**config.mk**
```make
export PLATFORM = sky130hd
export DESIGN_NAME = ifetch_unit
export DESIGN_NICKNAME = d
export VERILOG_FILES = /design/src/rtl/ifetch_unit.sv
export SDC_FILE = /design/constraint.sdc
export NUM_CORES = 1
export LEC_CHECK = 0
export ABC_CLOCK_PERIOD_IN_PS = 4200
export CELL_PAD_IN_SITES_DETAIL_PLACEMENT = 1
export CELL_PAD_IN_SITES_GLOBAL_PLACEMENT = 1
export CORE_ASPECT_RATIO = 1.2
export CORE_UTILIZATION = 34
export CTS_CLUSTER_SIZE = 10
export DETAILED_ROUTE_END_ITERATION = 12
export PLACE_DENSITY_LB_ADDON = 0.08
export SLEW_MARGIN = 40
export SYNTH_ARGS = -nofsm -noshare
export SYNTH_HDL_FRONTEND = slang
export SYNTH_SLANG_ARGS = --single-unit
```
**constraint.sdc**
```tcl
create_clock -name CLK -period 4.2 [get_ports CLK]
set_input_delay 0.42 -clock CLK [delete_from_list [all_inputs] [get_ports CLK]]
set_output_delay 0.42 -clock CLK [all_outputs]
set_load 0.005 [all_outputs]
```
**src/rtl/ifetch_unit.sv**
```systemverilog
// ifetch_unit: single-slot instruction fetch stage.
// Holds a PC, issues one fetch request per free IR slot and buffers the
// returned word (plus its address) for decode. A redirect flushes the slot
// and reloads the PC. The redirect wins over any fetch or consume in that cycle.
module ifetch_unit #(
  parameter logic [31:0] RESET_VEC = 32'h0000_0000,
  parameter logic [31:0] NOP_INSTR = 32'h0000_0013
) (
  input  logic        CLK,
  input  logic        RST,
  input  logic        REDIRECT,
  input  logic [31:0] REDIRECT_ADDR,
  output logic [31:0] MEM_ADDR,
  output logic        MEM_RDEN,
  input  logic        MEM_ACK,
  input  logic [31:0] MEM_DOUT,
  output logic [31:0] IR,
  output logic [31:0] IR_PC,
  output logic        IR_VALID,
  input  logic        IR_READY,
  output logic [31:0] FETCH_CNT
);

  typedef enum logic {
    BOOT  = 1'b0,
    FETCH = 1'b1
  } state_t;

  state_t      state_q, state_d;
  logic [31:0] pc_q, pc_d;
  logic [31:0] ir_q, ir_d;
  logic [31:0] ir_pc_q, ir_pc_d;
  logic        ir_valid_q, ir_valid_d;
  logic [31:0] fetch_cnt_q, fetch_cnt_d;

  logic slot_free;
  logic fetch_done;
  logic consume;

  // Target addresses are word aligned; the low two bits are dropped here.
  logic unused_redirect_low;
  assign unused_redirect_low = ^REDIRECT_ADDR[1:0];

  // The slot can accept a new word if it is empty or is being drained now.
  assign slot_free  = !ir_valid_q || IR_READY;
  assign consume    = ir_valid_q && IR_READY;
  // Fetch request depends on the live redirect so a flushed cycle never
  // commits a memory access.
  assign MEM_RDEN   = (state_q == FETCH) && slot_free && !REDIRECT;
  assign fetch_done = MEM_RDEN && MEM_ACK;

  assign MEM_ADDR  = pc_q;
  assign IR        = ir_q;
  assign IR_PC     = ir_pc_q;
  assign IR_VALID  = ir_valid_q;
  assign FETCH_CNT = fetch_cnt_q;

  // Next-state: BOOT lasts one cycle, then redirect > fetch > consume.
  always_comb begin
    state_d     = state_q;
    pc_d        = pc_q;
    ir_d        = ir_q;
    ir_pc_d     = ir_pc_q;
    ir_valid_d  = ir_valid_q;
    fetch_cnt_d = fetch_cnt_q;
    case (state_q)
      BOOT: begin
        state_d = FETCH;
      end
      FETCH: begin
        if (REDIRECT) begin
          pc_d       = {REDIRECT_ADDR[31:2], 2'b00};
          ir_d       = NOP_INSTR;
          ir_valid_d = 1'b0;
        end else if (fetch_done) begin
          ir_d        = MEM_DOUT;
          ir_pc_d     = pc_q;
          ir_valid_d  = 1'b1;
          pc_d        = pc_q + 32'd4;
          fetch_cnt_d = fetch_cnt_q + 32'd1;
        end else if (consume) begin
          ir_d       = NOP_INSTR;
          ir_valid_d = 1'b0;
        end
      end
      default: begin
        state_d = BOOT;
      end
    endcase
  end

  // State registers with asynchronous reset.
  always_ff @(posedge CLK or posedge RST) begin
    if (RST) begin
      state_q     <= BOOT;
      pc_q        <= RESET_VEC;
      ir_q        <= NOP_INSTR;
      ir_pc_q     <= RESET_VEC;
      ir_valid_q  <= 1'b0;
      fetch_cnt_q <= 32'd0;
    end else begin
      state_q     <= state_d;
      pc_q        <= pc_d;
      ir_q        <= ir_d;
      ir_pc_q     <= ir_pc_d;
      ir_valid_q  <= ir_valid_d;
      fetch_cnt_q <= fetch_cnt_d;
    end
  end

endmodule
```
== Word-level counts from Yosys, hierarchy flattened ==
Cells that the tools add are included.
Widths: inputs -> output; s select.

* Add/subtract/negate cells: 2
* Multipliers: 0
* Divide/modulo/power cells: 0
* $lt $le $gt $ge: 0
* Equal/unequal tests: 0
* Shift-type cells: 0
* Muxes and demuxes: 8
* Bitwise operators: 1
* Reductions and logical operators: 12

{| class="wikitable"
|+ Operators with widths
! kind !! number
|-
| $mux 32 || 5
|-
| $add 32x1->32 const B || 1
|-
| $add 32x3->32 const B || 1
|-
| $logic_and 1x1->1 || 4
|-
| $reduce_and 2->1 || 2
|-
| $mux 1 || 3
|-
| $reduce_and 3->1 || 1
|-
| $reduce_bool 3->1 || 1
|-
| $logic_not 1->1 || 2
|-
| $reduce_bool 2->1 || 1
|-
| $logic_or 1x1->1 || 1
|-
| $not 1->1 || 1
|}

* Register bits: 130
* Latch bits: 0
* RAM bits: 0
* Memory bits (read-only): 0
* Bits of input ports: 69
* Output and inout port bits: 130
* Logic and storage cells: 29
* Memories kept: 0

== Depth between registers and ports, before layout ==
Gate-level depths: netlist of run 1.

* Depth after elaboration: 7
* Mapped depth: 7

== Least setup slack after synthesis of run 1 ==
No wires, ideal clock.

* Kind: input port to flip-flop
* Start point: in REDIRECT
* End point: reg fetch_cnt_q[17] (netlist: FETCH_CNT[17])
* Library setup time: 0.125 ns
* Arrival time: 1.706 ns
* Required time: 4.075 ns
* Setup slack: 2.369 ns
* Cell stages on the path: 7
* Path buffers: 2
* Cells stage by stage: clkbuf_1 > nor2b_1 > nand4_1 > or2_1 > buf_6 > nand2b_4 > xnor2_2

* Word-level cells in the longest chain between the ends: 4
* Elaborated cells between the ends (all ways): 5

{| class="wikitable"
|+ Ends and longest elaborated chain
! element !! line !! text
|-
| start, declared || 11 || <nowiki>input logic REDIRECT,</nowiki>
|-
| $logic_not 1->1 || 49 || <nowiki>assign MEM_RDEN = (state_q == FETCH) && slot_free && !REDIRECT;</nowiki>
|-
| $logic_and 1x1->1 || 49 ||
|-
| $logic_and 1x1->1 || 50 || <nowiki>assign fetch_done = MEM_RDEN && MEM_ACK;</nowiki>
|-
| $reduce_and 3->1 (no source line) * || - ||
|-
| end signal, assigned || 107 || <nowiki>fetch_cnt_q <= fetch_cnt_d;</nowiki>
|-
| end, declared || 34 || <nowiki>logic [31:0] fetch_cnt_q, fetch_cnt_d;</nowiki>
|}

Every way passes the cells marked *; elsewhere a longest branch is shown, timed or not.
A chain may end at the register's enable or synchronous reset.

== Worst setup path after layout of run 1 ==
* Start point: reg state_q
* End point: out MEM_RDEN

* Word-level cells in the longest chain between the ends: 2

{| class="wikitable"
|+ Ends and longest elaborated chain
! element !! line !! text
|-
| start, declared || 29 || <nowiki>state_t state_q, state_d;</nowiki>
|-
| start signal, assigned || 102 || <nowiki>state_q <= state_d;</nowiki>
|-
| $logic_and 1x1->1 (2 in a row) || 49 ||
|-
| end, declared || 14 || <nowiki>output logic MEM_RDEN,</nowiki>
|}

No other way between the ends.

==> impl_metrics.ini, run 1 <==
[setup_path]
r2r_slack_ps = 1910
setup.worst_path.start = state_q
cp-end-kind = output port
worst_ep_required_time_ps = 3780
reg2reg_from = MEM_ADDR[2]
worstPathMaxFanout = 9
rr_worst_depth = 5
arrival_ps = 2020
r2r_end = MEM_ADDR[20]
start_kind = register
criticalPathCategory = register to output port

[route]
wirelength_um = 17600
antenna_left = 0
vias = 5019
post-route-drc-count = 0
routed_via_density = 5.20
avgRoutedWirePerCell_um = 18.2
first_pass_iters = 4
drtIter0Drc = 298

[floorplan]
fp.dieW_um = 120
start_util = 0.349
die_area_mm2 = 0.0173
core_mm2 = 0.0163
ios = 199
die_h_um = 144
rows = 51

[final_layout]
nNetsFinal = 812
drive_above_1_share = 0.0836
fillers = 1835
design_area_mm2 = 0.00840
instances_no_fill = 966
syn_to_final_growth_pct = 47.3
insertedDiodeCount = 0

[grt]
grtUsageTotal = 0.211
grt_overflow = 0
grt_max_degree = 112
grt_first_pass_wirelength_um = 28300
antenna_found_initial = 0
grt_pass1_vias = 5218

[power_and_ir_drop]
peakVddDrop_mv = 0.270
leakagePower_nw = 3.67
powerDensity_mw_per_mm2 = 444

[synth]
ys_ff_latch = 126
yosysWarnings = 0
syn_inst = 559
syn_area_mm2 = 0.00570
synth_common_cells = dfrtp_1 (123), nand2_1 (117), a22o_1 (30), nand3_1 (27)
avgSynthCellArea_um2 = 10.2
synth_edf_count = 0
ys.flop_type = dfrtp_1
yosys.area.top_type = dfrtp_1
ys_types = 61
synth_top_area_frac = 0.540
seq_area_frac_synth = 0.554
synth.area.top_cells = dfrtp_1 (54%), nand2_1 (7.7%), a22o_1 (4.6%)
yosysMostFrequentCell = dfrtp_1
async_flop_share = 1.00

[sta]
finalCriticalPeriod_ps = 2440
finalCritPeriodShare = 0.581
timing.fmax_mhz = 410
worst_pin_slew_ps = 730
maxSlewViolCount = 0
setup_viol = 0
hold_violations = 0
fin_skew_ps = 7.98
finalSetupTns_ps = 0
slew_headroom = 0.513
grt_setup_unrepaired = false

[job]
maxCapViolCount = 0

[clocking]
cts.sinks = 126
hold_buffers = 0
cts_made_buffers = 17
clk_pin_slew_ps = 60
worstSkewPairLatency_ps = 420
cts_root_buffer = clkbuf_16
cts_tree = yes
cts_buffer_depth = 2
cts_setup_buffers = 0
cts_resized = 0
htreeDepth = 4

[min_path]
min_path_cells = 2
hold-path-endpoint = IR_PC[9]
hold_start = IR_PC[9]
hold_path_class = register to register

[status]
status = finished, final reports clean

[placed_design]
placed_area_mm2 = 0.00780
place.gp.congestion = 0.775
dp.final_hpwl_um = 12200
placedCellCount = 934
portBuffers = 192
-- worst max path at each step --
| stage | endpoint | slack [ps] | cells past startpoint |
|---|---|---|---|
| 6_report | MEM_RDEN | 1760 | 3 |
| 5_1_grt | MEM_RDEN | 1670 | 3 |
| 4_1_cts | MEM_ADDR[30] | 1710 | 5 |
| 3_5_place_dp | MEM_ADDR[30] | 1460 | 6 |
| 3_3_place_gp | MEM_ADDR[12] | 1300 | 7 |
| 2_1_floorplan | FETCH_CNT[0] | 430 | 1 |
-- cell type report --
class | instances | area (um^2) | area share
Clock inverter | 13 | 141 | 0.0168
Inverter | 7 | 38.8 | 0.00462
Multi-Input combinational cell | 391 | 2380 | 0.283
Timing Repair Buffer | 198 | 1970 | 0.234
Sequential cell | 126 | 3160 | 0.376
Tap cell | 212 | 265 | 0.0316
Clock buffer | 19 | 453 | 0.0539
-- layer usage --
layer / routed length (um) / global-route usage / part of all wire / vias up
met5: 0 / 0 / 0 / -
met4: 252 / 0.0689 / 0.014 / 0
met3: 931 / 0.0544 / 0.053 / 23
met2: 8930 / 0.356 / 0.51 / 143
met1: 7480 / 0.264 / 0.42 / 2506
li1: - / - / - / 2347
-- cells in the final DEF (no fill, tap or decap), types with 13 or more instances in the layout --
cell	synthesis	layout
dfrtp_1	123	123
clkdlybuf4s50_1	0	192
a22o_1	30	30
clkbuf_16	0	17
nand3_1	27	26
nand2_1	117	117
nand4_1	13	13
nor2_1	15	15
xnor2_1	23	23
o21ai_0	18	18
a21oi_1	21	21
-- report_power, final --
part           leakage (nW)  internal, W  switching, W
Sequential             1.60      0.00138      0.000168
Combinational          1.78     0.000439      0.000288
Clock                 0.285     0.000904      0.000556
-- critical path: stages (launching register included) --
cell and delay [ps]:
dfrtp_1 550, nor2b_1 330, and2_1 210, clkdlybuf4s50_1 510
-- cells by family (layout without fill, tap and decap cells) --
group	count (synthesis)	count (layout)	share of synthesized area
and+or+nand+nor	236	236	0.209
DFF	126	126	0.554
AOI/OAI and AO/OA	114	114	0.143
buffers and inverters	45	237	0.0344
xor gates and xnor gates	31	31	0.0489
muxes	3	3	0.00527
adders and majority gates	2	2	0.00439
other	2	5	0.00132
-- registers in the layout, summed over array words and instances (netlist names) --
name / flops
IR: 32
state_q: 1
IR_PC: 30
IR_VALID: 1
FETCH_CNT: 32
MEM_ADDR: 30
-- per-stage QoR --
step / util / total power (W) / setup WS [ps] / hold slack, ps
2_1_floorplan: - / 0.00179 / 429 / 468
3_5_place_dp: 0.477 / 0.00230 / 1460 / 465
3_3_place_gp: 0.477 / 0.00227 / 1300 / 459
5_1_grt: 0.514 / 0.00392 / 1670 / 491
4_1_cts: 0.514 / 0.00379 / 1710 / 480
6_report: 0.514 / 0.00373 / 1760 / 471
Note: power is estimated with default switching activity, not from simulation.
==> inputs of run 2 (changes only) <==
--- a/config.mk
+++ b/config.mk
@@ -5,7 +5,7 @@
 export SDC_FILE = /design/constraint.sdc
 export NUM_CORES = 1
 export LEC_CHECK = 0
-export ABC_CLOCK_PERIOD_IN_PS = 4200
+export ABC_CLOCK_PERIOD_IN_PS = 2500
 export CELL_PAD_IN_SITES_DETAIL_PLACEMENT = 1
 export CELL_PAD_IN_SITES_GLOBAL_PLACEMENT = 1
 export CORE_ASPECT_RATIO = 1.2
==> constraint.sdc (replaced) <==
create_clock -name CLK -period 2.5 [get_ports CLK]
set_input_delay 0.25 -clock CLK [delete_from_list [all_inputs] [get_ports CLK]]
set_output_delay 0.25 -clock CLK [all_outputs]
set_load 0.005 [all_outputs]
==> run 2 against run 1 <==
- first-iteration DRC count decreased by 13%
- non-clock buffer count up 13
- routed wire length grew 3.2%
- sequential share of layout area decreased by 0.77 points
- clock skew down 0.94 ps
- register-to-register slack worse by 1500 ps
- worst setup slack got worse by 1500 ps
- largest cell class unchanged
- highest routed layer unchanged
==> impl_metrics.ini, run 2 (synthesis results as in run 1) <==
[placed_design]
place.gp.congestion = 0.773
dp.final_hpwl_um = 12900
portBuffers = 192

[sta]
finalCritPeriodShare = 0.885
finalCriticalPeriod_ps = 2210
whs_ps = 136
worst_pin_slew_ps = 587
slew_headroom = 0.609
fin_skew_ps = 7.04
setup_viol = 0
finalSetupTns_ps = 0
grt_setup_unrepaired = false
timing.fmax_mhz = 452
maxSlewViolCount = 0
hold_violations = 0

[clocking]
cts.sinks = 126
hold_buffers = 0
htreeDepth = 4
cts_buffer_depth = 2
clk_pin_slew_ps = 60
worstSkewPairLatency_ps = 420
cts_made_buffers = 17
cts_resized = 0
cts_tree = yes
cts_root_buffer = clkbuf_16
cts_setup_buffers = 0

[floorplan]
rows = 51
die_area_mm2 = 0.0173
start_util = 0.349
die_h_um = 144
fp.dieW_um = 120
ios = 199
core_mm2 = 0.0163

[setup_path]
cp_slowest_cell = dfrtp_1
criticalPathCategory = register to output port
worst_ep_required_time_ps = 2250
worstPathMaxFanout = 9
cp-end-kind = output port
critical-path-max-stage-delay_ps = 540
crit_chain = nor2b_1, and2_1, clkdlybuf4s50_1
arrival_ps = 1960
start_kind = register
worst-path-buf-inv = 1
cp_top_family = flip-flops

[final_layout]
drive_above_1_share = 0.0991
final_common_cell = clkdlybuf4s50_1
final_cell_mix = clkdlybuf4s50_1 (192), dfrtp_1 (123), nand2_1 (117)
fillers = 1808
insertedDiodeCount = 0
syn_to_final_growth_pct = 50.4
nNetsFinal = 825

[grt]
antenna_found_initial = 0
grtUsageTotal = 0.218
grt_pass1_vias = 5403
grt_overflow = 0
grt_first_pass_wirelength_um = 29000
grt_max_degree = 42

[route]
wirelength_um = 18200
antenna_left = 0
post-route-drc-count = 0
first_pass_iters = 4
avgRoutedWirePerCell_um = 18.6
vias = 5091
routed_via_density = 5.20
drtIter0Drc = 258

[power_and_ir_drop]
powerDensity_mw_per_mm2 = 752
leakagePower_nw = 3.74
peakVddDrop_mv = 0.499

[min_path]
hold_path_class = input port to asynchronous set/reset pin

[job]
maxCapViolCount = 0

[status]
status = finished, final reports clean
==> run 2: worst paths after layout <==
path / slack [ps] / start / to / cells after the start
min reg2reg: 470 / IR_PC[29] / IR_PC[29] / 2
max: 290 / state_q / MEM_RDEN / 3
min in group CLK: 400 / MEM_DOUT[4] / IR[4] / 2
max reg2reg: 380 / MEM_ADDR[3] / MEM_ADDR[26] / 6
min: 140 / RST / FETCH_CNT[11] / 2
max in group asynchronous: 1680 / RST / FETCH_CNT[13] / 4
==> run 2: through the flow <==
stage                     power, W  std cells  instance area (um^2)   util  worst slack (ps)
final                      0.00645        979                  8580  0.525               287
after global routing       0.00678        979                  8580  0.525               194
after floorplan            0.00301        562                  5720      -               699
after global placement     0.00385        946                  7930  0.485               124
after CTS                  0.00654        978                  8560  0.524               233
after detailed placement   0.00390        946                  7930  0.485               276
==> run 2: per-layer routing <==
| metal | track usage | part of all wire |
|---|---|---|
| met1 | 0.263 | 0.42 |
| met2 | 0.379 | 0.51 |
| met3 | 0.0575 | 0.053 |
| met4 | 0.0702 | 0.0095 |
| met5 | 0 | 0 |
==> run 2: layout make-up <==
type | count | area (um^2) | share of cell area
clock buffers | 20 | 467 | 0.0544
clock inverters | 12 | 160 | 0.0187
inverters | 7 | 30.0 | 0.00350
multi-input cells | 391 | 2370 | 0.276
flip-flops and latches | 126 | 3160 | 0.368
well taps | 212 | 265 | 0.0309
repair buffers | 211 | 2130 | 0.248
==> run 2: report_power, final <==
part	total (W)	switching [W]	internal [W]
clock	0.00260	0.000948	0.00165
sequential	0.00259	0.000280	0.00231
combinational	0.00126	0.000497	0.000763
==> inputs of run 3 (changes only) <==
--- a/config.mk
+++ b/config.mk
@@ -9,9 +9,10 @@
 export CELL_PAD_IN_SITES_DETAIL_PLACEMENT = 1
 export CELL_PAD_IN_SITES_GLOBAL_PLACEMENT = 1
 export CORE_ASPECT_RATIO = 1.2
-export CORE_UTILIZATION = 34
+export CORE_UTILIZATION = 47
 export CTS_CLUSTER_SIZE = 10
 export DETAILED_ROUTE_END_ITERATION = 12
+export DONT_BUFFER_PORTS = 1
 export PLACE_DENSITY_LB_ADDON = 0.08
 export SLEW_MARGIN = 40
 export SYNTH_ARGS = -nofsm -noshare
==> constraint.sdc (replaced) <==
create_clock -name CLK -period 2.5 [get_ports CLK]
set_input_delay 0.375 -clock CLK [delete_from_list [all_inputs] [get_ports CLK]]
set_output_delay 0.375 -clock CLK [all_outputs]
set_load 0.005 [all_outputs]
==> run 3 against run 2 <==
- cell area shrank 24%
- worst hold slack got worse by 46 ps
- clock power rose by 2%
- largest cell class unchanged
- die area shrank 27%
- worst setup slack lost 4.9 ps
- critical path type is now register to register
- routed wire length fell by 12%
==> impl_metrics.ini, run 3 (synthesis results as in run 1) <==
[grt]
antenna_found_initial = 0
grt_overflow = 0
grtUsageTotal = 0.261
grt_max_degree = 64
grt_first_pass_wirelength_um = 24700
grt_pass1_vias = 4504

[route]
drtIter0Drc = 162
vias = 4343
routed_via_density = 5.98
avgRoutedWirePerCell_um = 21.9
first_pass_iters = 4
post-route-drc-count = 0
wirelength_um = 15900
antenna_left = 0

[final_layout]
final_common_cell = dfrtp_1
nNetsFinal = 627
drive_above_1_share = 0.121
insertedDiodeCount = 0
design_area_mm2 = 0.00650
final_cell_mix = dfrtp_1 (123), nand2_1 (117), a22o_1 (30)
syn_to_final_growth_pct = 14.0

[sta]
slew_headroom = 0.591
finalSetupTns_ps = 0
timing.fmax_mhz = 451
worst_pin_slew_ps = 613
fin_skew_ps = 10.7
grt_setup_unrepaired = false
setup_viol = 0
hold_violations = 0
finalCriticalPeriod_ps = 2220
maxSlewViolCount = 0
finalCritPeriodShare = 0.887

[setup_path]
criticalPathCategory = register to register
crit_chain = ha_1, and4_1, nand4_2, nor3_2, a31o_2, o211ai_1
cp_slowest_cell = dfrtp_1
worst-path-buf-inv = 0
critical-path-max-stage-delay_ps = 490
worstPathMaxFanout = 9
start_kind = register
worst_ep_required_time_ps = 2790
arrival_ps = 2500
cp-end-kind = register
cp_top_family = simple AND/OR/NAND/NOR gates

[power_and_ir_drop]
powerDensity_mw_per_mm2 = 901
switching_power_w = 0.00164
peakVddDrop_mv = 0.420
intPower_w = 0.00421
p_seq_frac = 0.457
p_clk_frac = 0.454
pwr-share-comb = 0.089
leakagePower_nw = 2.99
switching_share = 0.281

[job]
maxCapViolCount = 0

[clocking]
cts.sinks = 126
cts_setup_buffers = 0
cts_root_buffer = clkbuf_16
cts_buffer_depth = 2
cts_tree = yes
clk_pin_slew_ps = 60
worstSkewPairLatency_ps = 410
cts_made_buffers = 17
htreeDepth = 4

[floorplan]
core_mm2 = 0.0117
die_h_um = 123
rows = 43
fp.dieW_um = 103
ios = 199
die_area_mm2 = 0.0126
start_util = 0.488

[placed_design]
dp.final_hpwl_um = 10800
placed_area_mm2 = 0.00586
place.gp.congestion = 0.786
portBuffers = 0

[min_path]
hold_path_class = input port to register

[status]
status = finished, final reports clean
run 3: final cells by class:
class / count / area (um^2)
timing repair buffer: 13 / 113
fill: 1278 / 5170
inverter: 7 / 30.0
sequential: 126 / 3160
clock inverter: 15 / 210
clock buffer: 17 / 425
tap: 157 / 196
multi-input combinational: 391 / 2370
run 3: worst paths after layout:
path                             start           end  slack, ps  cells after the start
max in group asynchronous          RST        IR[29]       1150                      3
hold reg to reg              IR_PC[14]     IR_PC[14]        500                      2
min in group asynchronous          RST      IR_PC[7]        430                      2
setup / recovery           MEM_ADDR[2]  MEM_ADDR[30]        280                      6
setup reg to reg           MEM_ADDR[2]  MEM_ADDR[30]        280                      6
hold / removal             MEM_DOUT[0]         IR[0]         90                      1
run 3: what timing repair did:
action,4_1_cts,5_1_grt
resized for setup,0,0
hold buffers,1,0
endpoints found under the setup margin,0,0
endpoints found under the hold margin,14,0
run 3: power groups by stage:
stage	clock, W	combinational (W)	sequential [W]
after CTS	0.00269	0.000528	0.00268
final	0.00266	0.000522	0.00268
after floorplan	0	0.000433	0.00258
after global routing	0.00278	0.000598	0.00273
after detailed placement	0	0.000521	0.00272
after global placement	0	0.000490	0.00270
run 3: worst reg2reg max path: cells and delay by family (launching register included):
kind	cells	cell delay, ps
AO/OA/AOI/OAI	2	300
AND/OR/NAND/NOR	3	1010
adder cells (fa/ha/maj)	1	290
flip-flops	1	490
run 3: stage by stage:
stage	total power, W	setup slack [ps]	utilization	cells	hold slack (ps)
6_report	0.00586	282	0.557	726	90.6
5_1_grt	0.00610	84.7	0.557	726	72.9
4_1_cts	0.00591	288	0.557	726	74.1
3_5_place_dp	0.00324	297	0.502	693	259
3_3_place_gp	0.00319	361	0.502	693	251
2_1_floorplan	0.00301	574	-	562	468
run 3: routing by layer:
metal  wire length [um]  track usage  up-vias  share of wire
met4                199        0.103        0          0.013
met2               8180        0.432      135           0.51
met1               6210        0.306     2220           0.39
met5                  0            0        -              0
met3               1310       0.0940       15          0.082
li1                   -            -     1973              -
